$ cat src/rtl/mips_ctrl_pkg.sv
// rtl/mips_ctrl_pkg.sv - state encoding, opcode and ALUOp constants for the multicycle MIPS control FSM
package mips_ctrl_pkg;

  typedef enum logic [3:0] {
    S_RST       = 4'd0,
    S_FETCH     = 4'd1,
    S_DECODE    = 4'd2,
    S_R_EXEC    = 4'd3,
    S_R_WB      = 4'd4,
    S_MEM_ADDR  = 4'd5,
    S_MEM_READ  = 4'd6,
    S_LOAD_WB   = 4'd7,
    S_MEM_WRITE = 4'd8,
    S_BRANCH    = 4'd9,
    S_JUMP      = 4'd10,
    S_LUI       = 4'd11,
    S_HALT      = 4'd12
  } state_e;

  localparam logic [5:0] OP_RTYPE = 6'h00;
  localparam logic [5:0] OP_LW    = 6'h23;
  localparam logic [5:0] OP_SW    = 6'h2B;
  localparam logic [5:0] OP_BEQ   = 6'h04;
  localparam logic [5:0] OP_BNE   = 6'h05;
  localparam logic [5:0] OP_LUI   = 6'h0F;
  localparam logic [5:0] OP_J     = 6'h02;

  localparam logic [5:0] FUNCT_BREAK = 6'h0D;

  localparam logic [1:0] ALUOP_ADD   = 2'b00;
  localparam logic [1:0] ALUOP_SUB   = 2'b01;
  localparam logic [1:0] ALUOP_FUNCT = 2'b10;

endpackage

$ cat src/rtl/multicycle_control.sv
// rtl/multicycle_control.sv - main control FSM of the multicycle MIPS datapath
module multicycle_control
  import mips_ctrl_pkg::*;
#(
  parameter int unsigned MEM_LAT = 1
) (
  input  logic       clk,
  input  logic       reset,
  input  logic [5:0] Opcode,
  input  logic [5:0] Funct,
  input  logic       Zero,
  output logic       PCWrite,
  output logic       IorD,
  output logic       MemRead,
  output logic       MemWrite,
  output logic       IRWrite,
  output logic       RegDst,
  output logic [1:0] MemtoReg,
  output logic       RegWrite,
  output logic       ALUSrcA,
  output logic [1:0] ALUSrcB,
  output logic [1:0] ALUOp,
  output logic [1:0] PCSource,
  output logic       Halted,
  output logic       IllegalOp,
  output logic [3:0] State
);

  localparam logic [3:0] LAST_BEAT = 4'(MEM_LAT - 1);

  state_e     state_q, state_d;
  logic [3:0] wait_q, wait_d;
  logic       is_lw_q, is_lw_d;
  logic       mem_done;

  assign mem_done = (wait_q == LAST_BEAT);

  always_comb begin
    state_d = state_q;
    is_lw_d = is_lw_q;
    case (state_q)
      S_RST:       state_d = S_FETCH;
      S_FETCH:     if (mem_done) state_d = S_DECODE;
      S_DECODE: begin
        // lw/sw choice is latched here so MEM_ADDR does not look at the IR
        is_lw_d = (Opcode == OP_LW);
        case (Opcode)
          OP_RTYPE:      state_d = (Funct == FUNCT_BREAK) ? S_HALT : S_R_EXEC;
          OP_LW, OP_SW:  state_d = S_MEM_ADDR;
          OP_BEQ, OP_BNE: state_d = S_BRANCH;
          OP_J:          state_d = S_JUMP;
          OP_LUI:        state_d = S_LUI;
          default:       state_d = S_FETCH;
        endcase
      end
      S_R_EXEC:    state_d = S_R_WB;
      S_R_WB:      state_d = S_FETCH;
      S_MEM_ADDR:  state_d = is_lw_q ? S_MEM_READ : S_MEM_WRITE;
      S_MEM_READ:  if (mem_done) state_d = S_LOAD_WB;
      S_LOAD_WB:   state_d = S_FETCH;
      S_MEM_WRITE: if (mem_done) state_d = S_FETCH;
      S_BRANCH:    state_d = S_FETCH;
      S_JUMP:      state_d = S_FETCH;
      S_LUI:       state_d = S_FETCH;
      S_HALT:      state_d = S_HALT;
      default:     state_d = S_RST;
    endcase
  end

  // Counter restarts whenever the state changes, so each memory state begins at beat 0
  always_comb begin
    wait_d = 4'd0;
    if (state_d == state_q &&
        (state_q == S_FETCH || state_q == S_MEM_READ || state_q == S_MEM_WRITE)) begin
      wait_d = wait_q + 4'd1;
    end
  end

  always_ff @(posedge clk) begin
    if (reset) begin
      state_q <= S_RST;
      wait_q  <= 4'd0;
      is_lw_q <= 1'b0;
    end else begin
      state_q <= state_d;
      wait_q  <= wait_d;
      is_lw_q <= is_lw_d;
    end
  end

  always_comb begin
    PCWrite   = 1'b0;
    IorD      = 1'b0;
    MemRead   = 1'b0;
    MemWrite  = 1'b0;
    IRWrite   = 1'b0;
    RegDst    = 1'b0;
    MemtoReg  = 2'b00;
    RegWrite  = 1'b0;
    ALUSrcA   = 1'b0;
    ALUSrcB   = 2'b00;
    ALUOp     = ALUOP_ADD;
    PCSource  = 2'b00;
    Halted    = 1'b0;
    IllegalOp = 1'b0;
    case (state_q)
      S_FETCH: begin
        MemRead = 1'b1;
        ALUSrcB = 2'b01;
        IRWrite = mem_done;
        PCWrite = mem_done;
      end
      S_DECODE: begin
        ALUSrcB = 2'b11;
        IllegalOp = !(Opcode == OP_RTYPE || Opcode == OP_LW || Opcode == OP_SW ||
                      Opcode == OP_BEQ || Opcode == OP_BNE || Opcode == OP_J ||
                      Opcode == OP_LUI);
      end
      S_R_EXEC: begin
        ALUSrcA = 1'b1;
        ALUOp   = ALUOP_FUNCT;
      end
      S_R_WB: begin
        RegDst   = 1'b1;
        RegWrite = 1'b1;
      end
      S_MEM_ADDR: begin
        ALUSrcA = 1'b1;
        ALUSrcB = 2'b10;
      end
      S_MEM_READ: begin
        IorD    = 1'b1;
        MemRead = 1'b1;
      end
      S_LOAD_WB: begin
        MemtoReg = 2'b01;
        RegWrite = 1'b1;
      end
      S_MEM_WRITE: begin
        IorD     = 1'b1;
        MemWrite = 1'b1;
      end
      S_BRANCH: begin
        ALUSrcA  = 1'b1;
        ALUOp    = ALUOP_SUB;
        PCSource = 2'b01;
        PCWrite  = (Opcode == OP_BNE) ? ~Zero : Zero;
      end
      S_JUMP: begin
        PCSource = 2'b10;
        PCWrite  = 1'b1;
      end
      S_LUI: begin
        MemtoReg = 2'b10;
        RegWrite = 1'b1;
      end
      S_HALT:  Halted = 1'b1;
      default: ;
    endcase
  end

  assign State = state_q;

endmodule

$ cat config.mk
export PLATFORM = sky130hd
export DESIGN_NAME = multicycle_control
export DESIGN_NICKNAME = d
export VERILOG_FILES = /design/src/rtl/mips_ctrl_pkg.sv /design/src/rtl/multicycle_control.sv
export SDC_FILE = /design/constraint.sdc
export NUM_CORES = 1
export LEC_CHECK = 0
export CAP_MARGIN = 20
export CORE_AREA = 2 2 53 55
export CTS_CLUSTER_SIZE = 8
export DETAILED_ROUTE_END_ITERATION = 6
export DIE_AREA = 0 0 55 57
export HOLD_SLACK_MARGIN = 0.02
export PLACE_DENSITY = 0.73
export SLEW_MARGIN = 20
export SYNTH_ARGS = -nofsm -noshare
export SYNTH_HDL_FRONTEND = slang
export SYNTH_SLANG_ARGS = --single-unit
$ cat constraint.sdc
create_clock -name clk -period 1.6 [get_ports clk]
set_clock_uncertainty 0.05 [all_clocks]
set_input_delay 0.24 -clock clk [delete_from_list [all_inputs] [get_ports clk]]
set_output_delay 0.24 -clock clk [all_outputs]
set_load 0.02 [all_outputs]
==> results.yml <==
place:
  io_buffer_count: 36
  dp_hpwl_um: 2425
  gp_congestion: 0.8534
timing:
  relSlewSlack_pct: 76.88
  period_share_pct: 117.9
  grt_setup_unrepaired: "true"
  drv_slew: 0
  setup_slack_ps: -286.2
  finalHoldViolCount: 0
  fin_crit_ps: 1886
  clock.fmax_mhz: 530.2
  worst_pin_slew_ps: 342.3
  setup_violations: 15
min_path:
  hold_path.class: "flop to flop"
  hold_path_depth: 2
floorplan:
  dieArea_um2: 3135
  boundaryPins: 37
  row_count: 19
  core_area_um2: 2615
  die_h_um: 57
  start_util_pct: 36.17
  die-width_um: 55
yosys:
  yosys.area.top_type: "dfxtp_1"
  synth_top_family_by_area: "simple AND/OR/NAND/NOR gates"
  synth_compound_area_share_pct: 23.41
  synthesis.nets: 137
  synth_top_area_share_pct: 19.05
  netlist_area_um2: 945.9
  synthSimpleGateAreaFrac_pct: 38.23
  synth_edf_count: 0
  ys_types: 46
  synthMuxAreaShare_pct: 4.233
  synthCells: 120
  synthArstFlopShare_pct: 0
  synth_fa_ha_area_share_pct: 2.646
  syn_avg_cell_area_um2: 7.883
  yosys-top-cells-area: "dfxtp_1 (19%), nor2_1 (7.1%), nor3_1 (4.8%)"
  synth-seq-area-share_pct: 19.05
  synthXorXnorAreaFrac_pct: 2.778
  ys_ff_latch: 9
  ys.flop_type: "dfxtp_1"
  yosysWarnings: 0
finish:
  fillCellCount: 211
  finalNetCount: 220
  drive_gt1_share_pct: 58.42
  final_util_pct: 69.86
  syn_to_final_growth_pct: 93.12
  layout_common_cells: "buf_4 (50), nor2_1 (13), buf_6 (10)"
  antenna_cells: 0
  final_common_cell: "buf_4"
flow_run:
  maxCapViolations: 0
route:
  drt_iter0_drc: 23
  dr.pass1.iters: 4
  detail_route.vias_per_cell: 5.318
  drcViolationCount: 0
  postRouteWirelength_um: 3374
  ant_nets: 0
  num_vias: 1239
  wl_per_cell_um: 14.48
grt:
  antenna_found_initial: 0
  grt_util_met3_pct: 1.571
  grt_use_met2_pct: 42.52
  grt_pass1_vias: 1254
  grt_busiest_layer: "met2"
  grt_usage_pct: 22.88
  grt_overflow: 0
  grt_max_degree: 12
  grt_pass1_wl_um: 5375
  grt_use_met1_pct: 25.33
cts:
  cts_max_level: 1
  cts-root-buf: "clkbuf_4"
  numCtsBuffers: 3
  cts_tree: "done"
  clock_latency_ps: 270
  path_clk_slew_ps: 60
  max-clock-path-buffers: 2
  cts_sinks: 9
power:
  total_power_mw: 1.262
  ir_drop_mv: 0.5005
  leakagePower_nw: 0.8209
  power_density_nw_per_um2: 691.0
worst_setup_path:
  critPathLaunchType: "flop"
  cp_max_fo: 2
  reg2reg_depth: 9
  end_kind: "output pin"
  crit_type: "flop to output pin"
  worstPathRequired_ps: 1310
  worstPathArrival_ps: 1600
run_status:
  outcome: "complete, but fails checks"
  violations: "setup timing"
==> per-layer routing <==
layer  up-vias  wire length [um]
met5         -                 0
met4         0                84
met3         7               128
met2        39              1890
met1       597              1271
li1        596                 -
==> registers in the layout (all words and copies together), names as in the netlist <==
register  count
State         4
wait_q        4
is_lw_q       1
==> final timing paths <==
check             end  slack, ps  startpoint
max           PCWrite       -290   wait_q[0]
min           is_lw_q        550     is_lw_q
max reg2reg  State[3]        -80   wait_q[0]
min reg2reg   is_lw_q        550     is_lw_q
==> timing repair <==
item	4_1_cts	5_1_grt
pin swaps	5	10
hold buffers	0	0
resized for setup	116	23
setup buffers	10	4
endpoints found under the setup margin	27	22
==> kinds of logic after synthesis <==
group,count (synthesis)
multiplexers,4
buffers and inverters,15
flip-flops,9
XOR/XNOR,3
AO/OA/AOI/OAI,29
adder cells (fa/ha/maj),2
AND/OR/NAND/NOR,58
==> Yosys cell counts, types with 2 or more instances <==
| library cell | number |
|---|---|
| nor2_1 | 18 |
| dfxtp_1 | 9 |
| nor3_1 | 9 |
| a21oi_1 | 8 |
| inv_1 | 5 |
| nand2_1 | 5 |
| buf_2 | 4 |
| mux2i_1 | 4 |
| o21ai_1 | 4 |
| buf_6 | 3 |
| nand4b_1 | 3 |
| nor2b_1 | 3 |
| and2b_4 | 2 |
| and3_1 | 2 |
| buf_4 | 2 |
| ha_1 | 2 |
| nand2b_1 | 2 |
| nand3_1 | 2 |
| nor2b_2 | 2 |
| nor3_2 | 2 |
| nor3b_2 | 2 |
| o41ai_1 | 2 |
| xnor2_1 | 2 |
==> worst max-delay path, cell delays in order, from the launching register on <==
cell and delay (ps):
dfxtp_2 320, inv_2 60, ha_4 120, or3b_4 400, nor4_4 170, a211o_1 140, buf_6 110
==> stage by stage <==
| step | hold slack (ps) | std cells | TNS [ps] | cell area (um^2) | worst slack [ps] |
|---|---|---|---|---|---|
| 2_1_floorplan | 259.1 | 120 | -334.8 | 972.2 | -155.2 |
| 5_1_grt | 587.9 | 233 | -1810 | 1827 | -329.4 |
| 4_1_cts | 543.5 | 231 | -681.5 | 1738 | -289.5 |
| 3_3_place_gp | 451.0 | 217 | -5957 | 1608 | -667.2 |
| 3_5_place_dp | 491.0 | 217 | -7140 | 1608 | -747.2 |
| 6_report | 547.7 | 233 | -1020 | 1827 | -286.2 |
==> power by group <==
| part | switching (mW) | leakage (nW) | internal [mW] |
|---|---|---|---|
| logic | 0.381 | 0.730 | 0.434 |
| clock network | 0.0848 | 0.0150 | 0.0965 |
| registers | 0.0229 | 0.0763 | 0.243 |
| total | 0.489 | 0.821 | 0.773 |
==> final cells by class <==
type | count | area (um^2) | area share, %
Multi-Input combinational cell | 96 | 803.3 | 43.97
Timing Repair Buffer | 87 | 743.2 | 40.68
Sequential cell | 9 | 192.7 | 10.55
Tap cell | 31 | 38.79 | 2.123
Clock buffer | 4 | 26.28 | 1.438
Inverter | 6 | 22.52 | 1.233
(Power assumes the default switching activity.)
